### config.mk
export PLATFORM = sky130hd
export DESIGN_NAME = binary_bcd_seq_flat
export DESIGN_NICKNAME = d
export VERILOG_FILES = /design/src/rtl/binary_bcd_seq_if.sv /design/src/rtl/binary_bcd_seq.sv /design/src/flat_wrapper.sv
export SDC_FILE = /design/constraint.sdc
export NUM_CORES = 1
export LEC_CHECK = 0
export CORE_ASPECT_RATIO = 2
export CORE_MARGIN = 5
export CORE_UTILIZATION = 55
export DETAILED_ROUTE_END_ITERATION = 6
export GPL_TIMING_DRIVEN = 0
export PLACE_DENSITY = 0.8
export SYNTH_ARGS = -nofsm -noshare
export SYNTH_HDL_FRONTEND = slang
export SYNTH_SLANG_ARGS = --single-unit
### constraint.sdc
create_clock -name clk -period 2.05 [get_ports clk]
set_input_delay 0.3075 -clock clk [delete_from_list [all_inputs] [get_ports clk]]
set_output_delay 0.3075 -clock clk [all_outputs]
set_load 0.02 [all_outputs]
### src/rtl/binary_bcd_seq_if.sv
// -----------------------------------------------------------------------------
// binary_bcd_seq_if
//   Handshake bundle for the sequential binary-to-BCD converter.
//
//   Handshake rules (both sides):
//     - Input side: the producer raises start with data_in.
//       The operand is taken on the rising edge where start=1 and in_ready=1.
//       start while in_ready=0 is ignored, not queued.
//     - Output side: out_valid rises with bcd/overflow(/sign) and holds them
//       stable until the rising edge where out_valid=1 and out_ready=1.
//
//   Parameters: WIDTH  - binary operand width
//               DIGITS - number of BCD digits on bcd
//
//   Optional: BIN_BCD_SIGNED_EN adds the sign signal.
//
//   Modports:   master - producer/consumer side (drives start, data_in, out_ready)
//               slave  - converter side (drives in_ready, out_valid, bcd,
//                        overflow, sign)
// -----------------------------------------------------------------------------
interface binary_bcd_seq_if #(
  parameter int WIDTH  = 16,
  parameter int DIGITS = 5
);
  logic                  start;
  logic [WIDTH-1:0]      data_in;
  logic                  in_ready;
  logic                  out_valid;
  logic                  out_ready;
  logic [DIGITS*4-1:0]   bcd;
  logic                  overflow;
`ifdef BIN_BCD_SIGNED_EN
  logic                  sign;
`endif

  modport master (
    output start, data_in, out_ready,
    input  in_ready, out_valid, bcd, overflow
`ifdef BIN_BCD_SIGNED_EN
    , input sign
`endif
  );

  modport slave (
    input  start, data_in, out_ready,
    output in_ready, out_valid, bcd, overflow
`ifdef BIN_BCD_SIGNED_EN
    , output sign
`endif
  );
endinterface

### src/rtl/binary_bcd_seq.sv
// -----------------------------------------------------------------------------
// binary_bcd_seq
//   Sequential binary-to-BCD converter (iterative double-dabble).
//   It converts one bit per clock. Each step first corrects every BCD digit
//   that is >= 5 by adding 3, then shifts {digits, binary} left by one.
//   A WIDTH-bit operand takes WIDTH SHIFT steps. The result then waits in
//   DONE until the consumer takes it.
//
// Parameters:
//   WIDTH  - binary operand width (>= 4)
//   DIGITS - number of BCD output digits (>= 1)
//
// Optional feature macro:
//   BIN_BCD_SIGNED_EN - treats data_in as two's complement and converts its
//                       magnitude. The sign output reports the operand sign.
//
// Ports:
//   clk        - system clock, rising edge
//   rst_n      - asynchronous active-low reset
//   bus        - binary_bcd_seq_if.slave. It carries:
//                  start, data_in, in_ready          (input side)
//                  out_valid, out_ready, bcd,
//                  overflow, sign                    (output side)
//   state_dbg  - current FSM state encoding (IDLE=0, SHIFT=1, DONE=2)
//
// All outputs come straight from flops. start and out_ready only steer the
// next-state logic and never reach an output combinationally.
// -----------------------------------------------------------------------------
module binary_bcd_seq #(
  parameter int WIDTH  = 16,
  parameter int DIGITS = 5
) (
  input  logic               clk,
  input  logic               rst_n,
  binary_bcd_seq_if.slave    bus,
  output logic [1:0]         state_dbg
);

  localparam int CNT_W = $clog2(WIDTH + 1);
  localparam int BCD_W = DIGITS * 4;

  typedef enum logic [1:0] {
    IDLE  = 2'd0,
    SHIFT = 2'd1,
    DONE  = 2'd2
  } state_t;

  state_t state, state_next;

  // Working registers
  logic [WIDTH-1:0] bin_sr;
  logic [BCD_W-1:0] dig_sr;
  logic [CNT_W-1:0] cnt;
  logic             ovf_acc;

  // Registered outputs
  logic [BCD_W-1:0] bcd_q;
  logic             overflow_q;
  logic             in_ready_q;
  logic             out_valid_q;

  // Per-step combinational datapath
  logic [BCD_W-1:0] dig_adj;
  logic [BCD_W-1:0] dig_next;
  logic [WIDTH-1:0] bin_next;
  logic             carry;
  logic [WIDTH-1:0] load_val;
  logic             accept;
  logic             last_step;

`ifdef BIN_BCD_SIGNED_EN
  logic load_sign;
  logic sign_acc;
  logic sign_q;

  // The magnitude of the most negative value, 2^(WIDTH-1), still fits in
  // WIDTH unsigned bits. A plain two's-complement negate is therefore exact.
  assign load_sign = bus.data_in[WIDTH-1];
  assign load_val  = load_sign ? (~bus.data_in + WIDTH'(1)) : bus.data_in;
`else
  assign load_val  = bus.data_in;
`endif

  assign accept    = (state == IDLE) && bus.start;
  assign last_step = (state == SHIFT) && (cnt == CNT_W'(1));

  // Add-3 correction, then a one-bit left shift across digits and binary.
  // Corrected digits only ever hold 0..9, so the 4-bit sum peaks at 12 and
  // never wraps. Bit 3 of the top digit leaves the register as carry. A set
  // carry means the value has crossed 10^DIGITS, and the digits that remain
  // hold the value mod 10^DIGITS.
  always_comb begin
    dig_adj = dig_sr;
    for (int i = 0; i < DIGITS; i++) begin
      if (dig_sr[4*i +: 4] >= 4'd5) begin
        dig_adj[4*i +: 4] = dig_sr[4*i +: 4] + 4'd3;
      end
    end
    carry    = dig_adj[BCD_W-1];
    dig_next = {dig_adj[BCD_W-2:0], bin_sr[WIDTH-1]};
    bin_next = {bin_sr[WIDTH-2:0], 1'b0};
  end

  // FSM state register
  always_ff @(posedge clk or negedge rst_n) begin
    if (!rst_n) begin
      state <= IDLE;
    end else begin
      state <= state_next;
    end
  end

  // FSM next-state logic
  always_comb begin
    state_next = state;
    unique case (state)
      IDLE:    if (bus.start)          state_next = SHIFT;
      SHIFT:   if (cnt == CNT_W'(1))   state_next = DONE;
      DONE:    if (bus.out_ready)      state_next = IDLE;
      default:                         state_next = IDLE;
    endcase
  end

  // Datapath and output registers
  always_ff @(posedge clk or negedge rst_n) begin
    if (!rst_n) begin
      bin_sr      <= '0;
      dig_sr      <= '0;
      cnt         <= '0;
      ovf_acc     <= 1'b0;
      bcd_q       <= '0;
      overflow_q  <= 1'b0;
      in_ready_q  <= 1'b1;
      out_valid_q <= 1'b0;
`ifdef BIN_BCD_SIGNED_EN
      sign_acc    <= 1'b0;
      sign_q      <= 1'b0;
`endif
    end else begin
      // Handshake flags follow the next state, so they are registered and
      // agree with the FSM on every cycle.
      in_ready_q  <= (state_next == IDLE);
      out_valid_q <= (state_next == DONE);

      if (accept) begin
        bin_sr   <= load_val;
        dig_sr   <= '0;
        cnt      <= CNT_W'(WIDTH);
        ovf_acc  <= 1'b0;
`ifdef BIN_BCD_SIGNED_EN
        sign_acc <= load_sign;
`endif
      end else if (state == SHIFT) begin
        bin_sr  <= bin_next;
        dig_sr  <= dig_next;
        cnt     <= cnt - CNT_W'(1);
        ovf_acc <= ovf_acc | carry;
        // The final step publishes the shifted digits directly. The result
        // is therefore ready on the same edge that cnt reaches zero.
        if (last_step) begin
          bcd_q      <= dig_next;
          overflow_q <= ovf_acc | carry;
`ifdef BIN_BCD_SIGNED_EN
          sign_q     <= sign_acc;
`endif
        end
      end
    end
  end

  assign bus.in_ready  = in_ready_q;
  assign bus.out_valid = out_valid_q;
  assign bus.bcd       = bcd_q;
  assign bus.overflow  = overflow_q;
`ifdef BIN_BCD_SIGNED_EN
  assign bus.sign      = sign_q;
`endif
  assign state_dbg     = state;

endmodule
### src/flat_wrapper.sv
// flat-port wrapper written by rule: the top's interface ports become plain ports
module binary_bcd_seq_flat 
#(
  parameter int WIDTH  = 16,
  parameter int DIGITS = 5
)
  (clk, rst_n, state_dbg, bus_start, bus_data_in, bus_out_ready, bus_in_ready, bus_out_valid, bus_bcd, bus_overflow);
  binary_bcd_seq_if #(.WIDTH(WIDTH), .DIGITS(DIGITS)) bus_i ();
  input  logic clk;
  input  logic rst_n;
  output logic [1:0] state_dbg;
  input wire logic [$bits(bus_i.start)-1:0] bus_start;
  input wire logic [$bits(bus_i.data_in)-1:0] bus_data_in;
  input wire logic [$bits(bus_i.out_ready)-1:0] bus_out_ready;
  output wire logic [$bits(bus_i.in_ready)-1:0] bus_in_ready;
  output wire logic [$bits(bus_i.out_valid)-1:0] bus_out_valid;
  output wire logic [$bits(bus_i.bcd)-1:0] bus_bcd;
  output wire logic [$bits(bus_i.overflow)-1:0] bus_overflow;
  assign bus_i.start = bus_start;
  assign bus_i.data_in = bus_data_in;
  assign bus_i.out_ready = bus_out_ready;
  assign bus_in_ready = bus_i.in_ready;
  assign bus_out_valid = bus_i.out_valid;
  assign bus_bcd = bus_i.bcd;
  assign bus_overflow = bus_i.overflow;
  binary_bcd_seq #(.WIDTH(WIDTH), .DIGITS(DIGITS)) u_core (.clk(clk), .rst_n(rst_n), .bus(bus_i), .state_dbg(state_dbg));
endmodule
Word level (Yosys, flattened, before mapping) --
Index checks and enable logic that the tools add are counted.
Operators by class: add/sub/neg operators 6, order comparisons 5, equal/unequal tests 4, mux-type cells 17, bitwise operators 2, reductions and logical operators 6
Operators with widths (count):
- 20-bit two-way mux | 2
- 16-bit two-way mux | 2
- 4-bit by 2-bit adder with 4-bit output, second input constant | 5
- 4-bit by 3-bit >= comparator with 1-bit output, second input constant | 5
- 4-bit two-way mux | 5
- 5-bit two-way mux | 2
- 2-bit two-way mux | 3
- 2-bit one-hot mux with 3 select lines | 1
- 5-bit by 1-bit equality test with 1-bit output, second input constant | 1
- 5-bit by 1-bit subtractor with 5-bit output, second input constant | 1
- 2-bit equality test, second input constant | 2
- 2-bit zero test | 2
- 3-bit AND reduction | 1
- 2-bit by 1-bit equality test with 1-bit output, second input constant | 1
- 1-bit logical AND | 2
- 1-bit two-way mux | 2
- 2-bit nonzero test | 1
- 1-bit inverter | 1
- 1-bit OR | 1
Word-level totals: bits in registers 67, output and inout bits 25, word-level logic and storage cells 49

Logic depth before layout (Yosys ltp) --
Gate-level depths: netlist (run 1).
depth in word-level cells 5, mapped depth 7

Least setup slack after synthesis (run 1) --
OpenSTA, ideal clock, no wires.
path type register -> register, start point reg u_core.state[1] (netlist: u_core.state_dbg[1]), end point reg u_core.cnt[4], library setup time 0.131 ns, arrival time 1.484 ns, path slack 0.435 ns, stages on the path, launching flop included 7, cell sequence dfrtp_1 buf_2 nor2b_4 buf_6 nand2_2 o31a_1 or3_1
On the way: word-level cells in the longest chain between the ends 3, elaborated cells on any way between the ends 5, those cells by class eq/ne: 1; mux: 1; reduce/logical: 3
RTL lines:
- from (decl) | RTL line binary_bcd_seq.sv:48 | state_t state, state_next;
- from (signal assigned) | RTL line binary_bcd_seq.sv:109 | state <= state_next;
- 2-bit zero test | RTL line binary_bcd_seq.sv:84 | assign accept = (state == IDLE) && bus.start;
- 1-bit logical AND | RTL line binary_bcd_seq.sv:84
- 5-bit two-way mux or 2-bit nonzero test (tied branches)
- to (signal assigned) | RTL line binary_bcd_seq.sv:148 | cnt <= CNT_W'(WIDTH);
- to (signal assigned) | RTL line binary_bcd_seq.sv:156 | cnt <= cnt - CNT_W'(1);
- to (decl) | RTL line binary_bcd_seq.sv:53 | logic [CNT_W-1:0] cnt;
Several ways; a longest one is shown, not always the timed one. A chain may end at the register's enable or synchronous reset.

Worst setup path in the final report (run 1) --
start point in bus_start, end point reg u_core.bin_sr[6]
On the way: word-level cells in the longest chain between the ends 2, elaborated cells on any way between the ends 3, those cells by class mux: 1; reduce/logical: 2
RTL lines:
- from (decl) | RTL line flat_wrapper.sv:12 | input wire logic [$bits(bus_i.start)-1:0] bus_start;
- 1-bit logical AND (*) | RTL line binary_bcd_seq.sv:84
- 16-bit two-way mux or 2-bit nonzero test (tied branches)
- to (signal assigned) | RTL line binary_bcd_seq.sv:146 | bin_sr <= load_val;
- to (signal assigned) | RTL line binary_bcd_seq.sv:154 | bin_sr <= bin_next;
- to (decl) | RTL line binary_bcd_seq.sv:51 | logic [WIDTH-1:0] bin_sr;
Mark *: on every way between the ends. The rest lies on a longest branch, timed or not.

==> run metrics, run 1 <==
clock-pin slew on the worst setup and hold paths=50 ps; clk_lat worst skew=330 ps; post-synthesis simple-gate area fraction=0.1209; Routed WL=7.732 mm; Final #Nets=393; global-route wire length before repair=13.04 mm; Fill cells=478; Inserted Clock Buffers=9; CTS tree=built; worst endpoint data arrival time=2020 ps; Total Die Area=7724 um2; Worst setup SP type=primary input; DR pass1 iterations=4; Critical Path End Type=flip-flop; Remaining Overflow, GRT=0; number of buffers added on ports=44; Die Wd=64.70 um; crit path kind=in2reg; DRT antenna net count=0; mux cell area share after synthesis=0.07452; clock buffer depth=2; drc violations=0; Compound-Gate Fraction of Synth Area=0.1985; number of global-route vias before repair=2728; largest fanout on the critical path=10; hold buffers post-CTS=0; VDD IR max=1.091 mV; worst-margin pin slew=834.7 ps; Synth Area in Adders=0.04563; XOR/XNOR Fraction of Synth Area=0.01331; Setup Fix Bufs, Post-CTS=0; post-synth top area share=0.5019; Period Utilization, post-route=0.8655; sequential area share after synthesis=0.5099; GR Util met3=0.05094; RSZ-0062 raised after global routing=false; worst clock skew=3.826 ps; DR iter-0 viols=141; post-synth cell types=32; FMAX=0.5636 GHz; diode count=0; prevailing post-synth register cell=dfrtp_1; Synth area leaders=dfrtp_1 (50%), o21ai_0 (6.2%), ha_1 (4.6%); max_slew headroom=0.4435; most common cell in the synthesized netlist=dfrtp_1; drt via density=5.988; Syn Std Cell Area=3291 um2; initial antenna violation count=0; Max-Cap Viols=0; Area Growth Syn to Fin=24.60%; status=finished, final reports clean; Synth area leader=dfrtp_1; async set-reset flop share out of synthesis=1.000; post-CTS resize count=0; IO Count=45; DP Wirelength=5.268 mm; Starting Density=0.5572; final hold slack=89.14 ps; Site Rows=40; core area=5906 um2; placed cell count=413; clock root cell=clkbuf_16; endpoints failing setup=0; syn nets=338; Fin. Hold Viols=0; YS warnings=0; Tmin final=1774 ps; Static Leak=1.850 nW; Worst Hold Class=in2async; largest net degree at the start of global routing=68; EDFF count, synth=0; clock sinks=67; pwr dens=1676 nW/um2; total number of vias=2569; share of layout cells above drive strength 1=0.1148; top cells by instance count after synthesis=dfrtp_1 (66), o21ai_0 (41), a21oi_1 (28), nand2_1 (21); Synth Register Bits=67; GR met2 Demand/Resource=0.3698; post-DR wirelength/cell=18.02 um; Syn Inst Count=306; Post-Layout Cell Count=429; Core Util, Final=0.6943; Most Used Layer, Global Route=met2; multi-input gate area in the final layout=1490 um2; Total GRT Usage=0.2186; largest family of logic cells by synthesized area=compound AO/OA/AOI/OAI gates; fin. max-slew vios=0; gpl congestion=0.7983; CP Data Required Time=2290 ps; die height=119.4 um; syn avg cell area=10.75 um2; FF+latch area=1678 um2; # H-tree levels=3; GR Layer Usage met1=0.2596
## path summary, 6_finish.rpt
kind | to | startpoint | cells after the start | slack [ps]
setup / recovery | u_core.bin_sr[6]$_DFFE_PN0P_ | bus_start | 5 | 280
hold / removal | u_core.bus.bcd[11]$_DFFE_PN0P_ | rst_n | 1 | 90
setup reg to reg | u_core.bus.bcd[8]$_DFFE_PN0P_ | u_core.cnt[1]$_DFFE_PN0P_ | 7 | 280
hold reg to reg | u_core.bus.bcd[19]$_DFFE_PN0P_ | u_core.bus.bcd[19]$_DFFE_PN0P_ | 2 | 480
max in group asynchronous | u_core.bin_sr[5]$_DFFE_PN0P_ | rst_n | 1 | 1430
min in group clk | u_core.bus.bcd[19]$_DFFE_PN0P_ | u_core.bus.bcd[19]$_DFFE_PN0P_ | 2 | 480
## critical path, stage by stage
cell	delay, ps
clkdlybuf4s50_1	680
nor2b_1	470
buf_2	310
a21oi_1	90
o21ai_0	150
## cell usage in the layout (no fill, tap or decap), types with 12 or more instances in the layout
master / synthesis / layout
clkdlybuf4s50_1: 0 / 43
a22o_1: 16 / 16
nand2_1: 21 / 21
a21oi_1: 28 / 28
nor2b_1: 16 / 16
a22oi_1: 15 / 15
o21ai_0: 41 / 41
ha_1: 12 / 12
dfrtp_1: 66 / 66
inv_1: 12 / 12
## cells by family after synthesis
family | count (synthesis)
flops | 67
compound gates | 108
buf+inv | 27
simple gates | 67
xor+xnor | 5
mux | 20
fa+ha+maj | 12
## per-layer routing
metal | share of wire | vias up
li1 | - | 1208
met1 | 0.39 | 1273
met2 | 0.54 | 74
met3 | 0.046 | 14
met4 | 0.018 | 0
met5 | 0 | -
## sequential cells by signal (all words and copies together) (netlist names)
register and flops:
u_core.bus.overflow 1, u_core.bus.in_ready 1, u_core.dig_sr 20, u_core.bin_sr 16, u_core.ovf_acc 1, u_core.state_dbg 2
u_core.cnt 5, u_core.bus.bcd 20, u_core.bus.out_valid 1
## where the power goes
group	switching [W]	leakage, nW	internal [W]
Clock	0.000525	0.146	0.000948
Combinational	0.00156	0.859	0.00145
Sequential	0.000493	0.845	0.00190
Total	0.00258	1.85	0.00430
## final cells by class
cell class | instances | area share
clock buffer | 15 | 0.07019
buffer | 15 | 0.01892
sequential | 67 | 0.4092
clock inverter | 1 | 0.001221
tap | 63 | 0.01922
inverter | 12 | 0.01099
timing repair buffer | 44 | 0.1068
multi-input combinational | 212 | 0.3634
## per-stage QoR
stage / instance area [um2] / power [W] / setup WS [ps] / TNS [ps]
floorplan: 3291 / 0.004334 / 434.8 / 0
global placement: 3810 / 0.005173 / -1504 / -99810
detailed placement: 3807 / 0.005370 / -37.12 / -161.9
CTS: 4100 / 0.006903 / 243.0 / 0
global route: 4100 / 0.007326 / 119.7 / 0
finish: 4100 / 0.006872 / 275.8 / 0
Power figures use the tool's default switching activity.
==> run 2, diff against run 1 <==
--- a/config.mk
+++ b/config.mk
@@ -9,8 +9,9 @@
 export CORE_MARGIN = 5
 export CORE_UTILIZATION = 55
 export DETAILED_ROUTE_END_ITERATION = 6
+export DONT_BUFFER_PORTS = 1
 export GPL_TIMING_DRIVEN = 0
-export PLACE_DENSITY = 0.8
+export PLACE_DENSITY = 0.7
 export SYNTH_ARGS = -nofsm -noshare
 export SYNTH_HDL_FRONTEND = slang
 export SYNTH_SLANG_ARGS = --single-unit
==> run 2 against run 1 <==
Sequential share of layout area rose by 4.4 points. Cell area fell by 9.7%. Sequential power rose by 11%. Fmax fell by 3.9%. Largest power group is now registers.
==> run metrics, run 2 (synthesis results as in run 1) <==
Critical Path End Type=flip-flop; Reg2Reg Depth=5 (-2); clock root cell=clkbuf_16; status=finished, final reports clean; die height=119.4 um (unchanged); worst clock skew=5.761 ps (+1.935 ps); Tmin final=1847 ps (+72.90 ps); share of layout cells above drive strength 1=0.1358 (+0.02105); number of global-route vias before repair=2408 (-12%); Starting Density=0.5572 (unchanged); CTS tree=built; Max-Cap Viols=0 (unchanged); R2R Path Start=u_core.state_dbg[1]$_DFF_PN0_; Routed WL=7.181 mm (-7.1%); DP Wirelength=4.913 mm (-6.7%); largest net degree at the start of global routing=68 (unchanged); Fin. Hold Viols=0 (unchanged); number of buffers added on ports=0 (-100%); VDD IR max=0.9922 mV (-9.0%); Inserted Clock Buffers=9 (unchanged); Area Growth Syn to Fin=12.47%; crit path kind=reg2reg; fin. max-slew vios=0 (unchanged); PnR worst setup slack=202.9 ps (-72.90 ps); Worst setup SP type=flip-flop; global-route wire length before repair=12.17 mm (-6.7%); Post-DP Area=3369 um2 (-12%); CP Depth=5 (unchanged); post-route cell area=3701 um2 (-9.7%); Die Wd=64.70 um (unchanged); Reg-to-Reg End=u_core.cnt[3]$_DFFE_PN0P_; RSZ-0062 raised after global routing=false; largest fanout on the critical path=10 (unchanged); Site Rows=40 (unchanged); post-DR wirelength/cell=18.56 um (+3.0%); Total GRT Usage=0.2072 (-0.01142); IO Count=45 (unchanged); Setup Fix Bufs, Post-CTS=0 (unchanged); gpl congestion=0.8450 (+5.8%); Total Die Area=7724 um2 (unchanged); CP Data Required Time=2250 ps (-40 ps); r2r setup slk=200 ps (-70 ps); worst endpoint data arrival time=2040 ps (+20 ps); clk_lat worst skew=340 ps (about the same); FMAX=0.5414 GHz (-3.9%); total number of vias=2364 (-8.0%); drc violations=0 (unchanged); Period Utilization, post-route=0.9010 (+0.03556); final hold slack=121.3 ps (+32.12 ps); clock buffer depth=2 (unchanged); # H-tree levels=3 (unchanged); Worst Hold Class=in2reg; drt via density=6.109 (+2.0%); clock sinks=67 (unchanged); most frequent cells in the layout=dfrtp_1 (66), o21ai_0 (41), a21oi_1 (28), nand2_1 (21); DP Worst Slack=231.8 ps (+268.9 ps); critical path endpoint=u_core.cnt[3]$_DFFE_PN0P_; pwr dens=1739 nW/um2 (+3.7%); CP startpoint=u_core.state_dbg[1]$_DFF_PN0_; core area=5906 um2 (unchanged); max_slew headroom=0.6094 (+0.1658); worst path cell trace=buf_2, nand2b_1, or4_1, nand3b_1, o21ai_0; Final #Nets=351 (-11%); Crit-path slowest cell=or4_1; hold buffers post-CTS=2 (+2); worst-margin pin slew=586.0 ps (-248.7 ps); setup TNS=0 ps (unchanged); endpoints failing setup=0 (unchanged); initial antenna violation count=0 (unchanged); placed cell count=369 (-11%); Static Leak=1.694 nW (-8.4%); Buf/Inv on CP=1 (-1); post-CTS resize count=0 (unchanged); Top Family by Delay on Critical Path=simple AND/OR/NAND/NOR gates; DR iter-0 viols=122 (-13%); commonest non-fill, non-tap cell in the layout=dfrtp_1; CP max stage delay=490 ps (-190 ps); DRT antenna net count=0 (unchanged); Post-Layout Cell Count=387 (-9.8%); Remaining Overflow, GRT=0 (unchanged); diode count=0 (unchanged); DR pass1 iterations=4 (unchanged); clock-pin slew on the worst setup and hold paths=60 ps (about the same)
run 2: changes by cell type in the layout (fill, tap and decap cells not counted):
cell | before | now
clkbuf_8 | 4 | 0
buf_16 | 0 | 1
buf_4 | 1 | 0
dlygate4sd3_1 | 0 | 1
clkinvlp_4 | 0 | 2
clkbuf_1 | 10 | 8
bufinv_16 | 0 | 1
clkinv_2 | 1 | 3
clkinv_4 | 0 | 1
clkdlybuf4s50_1 | 43 | 0
run 2: metrics by stage:
stage	power, W	util
floorplan	0.004334	-
global placement	0.004739	0.5706
detailed placement	0.004896	0.5706
CTS	0.006493	0.6267
global route	0.006899	0.6267
finish	0.006435	0.6267
run 2: worst register-to-register path, cell delays in order (launching register included):
cell and delay (ps):
dfrtp_1 460, buf_2 240, nand2b_1 310, or4_1 490, nand3b_1 110, o21ai_0 100
run 2: how the worst min path moves through the flow:
stage / startpoint / endpoint / slack [ps] / depth (start not counted)
floorplan: rst_n / u_core.bin_sr[0]$_DFFE_PN0P_ / 10 / 0
global placement: rst_n / u_core.bus.bcd[14]$_DFFE_PN0P_ / 10 / 0
detailed placement: rst_n / u_core.bus.bcd[13]$_DFFE_PN0P_ / 10 / 0
CTS: bus_out_ready / u_core.bus.in_ready$_DFF_PN1_ / 110 / 2
global route: bus_data_in[0] / u_core.bin_sr[0]$_DFFE_PN0P_ / 110 / 1
finish: bus_out_ready / u_core.bus.in_ready$_DFF_PN1_ / 120 / 2
run 2: area by class of cell:
type,instances,area (um2)
fillers,483,2205
flip-flops and latches,67,1678
multi-input cells,212,1490
clock buffers,9,225.2
well taps,63,78.83
plain buffers,15,77.57
clock inverters,7,68.82
inverters,12,45.04
repair buffers,2,37.54
run 2: layer usage:
layer	share of wire	up-vias	track usage
met3	0.057	9	0.07264
met5	0	-	0
met4	0.018	0	0.08344
met1	0.41	1183	0.2509
li1	-	1118	-
met2	0.51	54	0.3329
run 2: power breakdown:
group | internal (W) | switching (W) | total, W
clock | 0.000935 | 0.000572 | 0.00151
combinational | 0.00109 | 0.00118 | 0.00227
sequential | 0.00189 | 0.000762 | 0.00266
total | 0.00392 | 0.00251 | 0.00644
==> run 3, diff against run 2 <==
--- a/config.mk
+++ b/config.mk
@@ -8,6 +8,7 @@
 export CORE_ASPECT_RATIO = 2
 export CORE_MARGIN = 5
 export CORE_UTILIZATION = 55
+export CTS_BUF_LIST = sky130_fd_sc_hd__clkbuf_4 sky130_fd_sc_hd__clkbuf_8
 export DETAILED_ROUTE_END_ITERATION = 6
 export DONT_BUFFER_PORTS = 1
 export GPL_TIMING_DRIVEN = 0
==> run 3 against run 2 <==
Combinational power about the same. Utilization down 1.7 points. Worst setup slack worse by 23 ps. Fmax down 1.2%.
==> run metrics, run 3 (synthesis results as in run 1) <==
max_slew headroom=0.6091 (about the same); RSZ-0062 raised after global routing=false; share of layout cells above drive strength 1=0.1358 (unchanged); commonest non-fill, non-tap cell in the layout=dfrtp_1; CTS tree=built; drt via density=6.054 (-0.89%); final hold slack=102.1 ps (-19.13 ps); DR pass1 iterations=4 (unchanged); CP Data Required Time=2260 ps (about the same); PnR worst setup slack=179.9 ps (-23.04 ps); Worst Hold Class=in2reg; GR Layer Usage met1=0.2534 (+0.002491); post-CTS resize count=0 (unchanged); clock sinks=67 (unchanged); clock buffer depth=2 (unchanged); GR Util met3=0.06415 (-0.008491); setup TNS=0 ps (unchanged); IO Count=45 (unchanged); Critical Path End Type=flip-flop; Routed WL=7.130 mm (-0.71%); most frequent cells in the layout=dfrtp_1 (66), o21ai_0 (41), a21oi_1 (28), nand2_1 (21); post-DR wirelength/cell=18.42 um (-0.71%); endpoints failing setup=0 (unchanged); Remaining Overflow, GRT=0 (unchanged); hold path startpoint=bus_out_ready; DRT antenna net count=0 (unchanged); Max-Cap Viols=0 (unchanged); Site Rows=40 (unchanged); placed cell count=369 (unchanged); Area Growth Syn to Fin=9.392%; DP Worst Slack=231.8 ps (unchanged); crit path kind=reg2reg; drc violations=0 (unchanged); DR iter-0 viols=164 (+34%); Fill cells=500 (+3.5%); number of global-route vias before repair=2391 (-0.71%); Starting Density=0.5572 (unchanged); GR met2 Demand/Resource=0.3212 (-0.01166); diode count=0 (unchanged); Static Leak=1.648 nW (-2.7%); clock root cell=clkbuf_8; R2R Path Start=u_core.state_dbg[1]$_DFF_PN0_; status=finished, final reports clean; Post-Layout Cell Count=387 (unchanged); Total Die Area=7724 um2 (unchanged); Total GRT Usage=0.2035 (-0.003725); Most Used Layer, Global Route=met2; die height=119.4 um (unchanged); Tmin final=1870 ps (+23.04 ps); worst-margin pin slew=586.4 ps (+0.4026 ps); VDD IR max=0.8384 mV (-15%); Die Wd=64.70 um (unchanged); pwr dens=1665 nW/um2 (-4.3%); DP Wirelength=4.913 mm (unchanged); worst clock skew=8.953 ps (+3.192 ps); FMAX=0.5347 GHz (-1.2%); number of buffers added on ports=0 (unchanged); largest fanout on the critical path=10 (unchanged); Inserted Clock Buffers=9 (unchanged); global-route wire length before repair=11.96 mm (-1.8%); core area=5906 um2 (unchanged); Final #Nets=351 (unchanged); clock-pin slew on the worst setup and hold paths=80 ps (+20 ps); Fin. Hold Viols=0 (unchanged); initial antenna violation count=0 (unchanged); Worst setup SP type=flip-flop; fin. max-slew vios=0 (unchanged); Period Utilization, post-route=0.9123 (+0.01124); worst endpoint data arrival time=2080 ps (+40 ps); total number of vias=2343 (-0.89%); clk_lat worst skew=350 ps (about the same); largest net degree at the start of global routing=68 (unchanged); post-layout total power=0.005992 W (-6.9%); CP startpoint=u_core.state_dbg[1]$_DFF_PN0_; gpl congestion=0.8450 (unchanged); # H-tree levels=3 (unchanged)
==> run 3: path summary, 6_finish.rpt <==
| path | endpoint | slack, ps | depth (start not counted) |
|---|---|---|---|
| min in group asynchronous | u_core.dig_sr[14]$_DFFE_PN0P_ | 470 | 2 |
| worst min register to register | u_core.bin_sr[13]$_DFFE_PN0P_ | 530 | 2 |
| worst max register to register | u_core.cnt[3]$_DFFE_PN0P_ | 180 | 5 |
| max in group asynchronous | u_core.bus.in_ready$_DFF_PN1_ | 1220 | 2 |
| worst min-delay path | u_core.bus.in_ready$_DFF_PN1_ | 100 | 2 |
| worst max-delay path | u_core.cnt[3]$_DFFE_PN0P_ | 180 | 5 |
==> run 3: worst max-delay path: stages, from the launching register on <==
cell,delay (ps)
dfrtp_1,460
buf_2,240
nand2b_1,320
or4_1,490
nand3b_1,120
o21ai_0,100
==> run 3: per-layer routing <==
layer  part of all wire  up-vias
met5                  0        -
met4              0.018        0
met3              0.059       13
met2               0.51       59
met1               0.41     1159
li1                   -     1112
==> run 3: final cells by class <==
type	count	area [um2]	area share
inverters	12	45.04	0.01251
multi-input cells	212	1490	0.4140
flip-flops and latches	67	1678	0.4661
clock inverters	7	68.82	0.01912
clock buffers	9	123.9	0.03441
well taps	63	78.83	0.02190
repair buffers	2	37.54	0.01043
plain buffers	15	77.57	0.02155
==> run 3: repair_timing <==
action                                 CTS  global route
endpoints found under the hold margin   67             0
hold buffers                             2             0
buffers inserted                         0             0
==> run 3: per-stage QoR <==
stage | instance area, um2 | utilization
2_1_floorplan | 3291 | -
3_3_place_gp | 3369 | 0.5706
3_5_place_dp | 3369 | 0.5706
4_1_cts | 3600 | 0.6095
5_1_grt | 3600 | 0.6095
6_report | 3600 | 0.6095
==> run 3: power breakdown <==
group	switching [W]	leakage, nW	internal [W]
Combinational	0.00117	0.708	0.00109
Sequential	0.000765	0.845	0.00189
Clock	0.000519	0.0950	0.000556
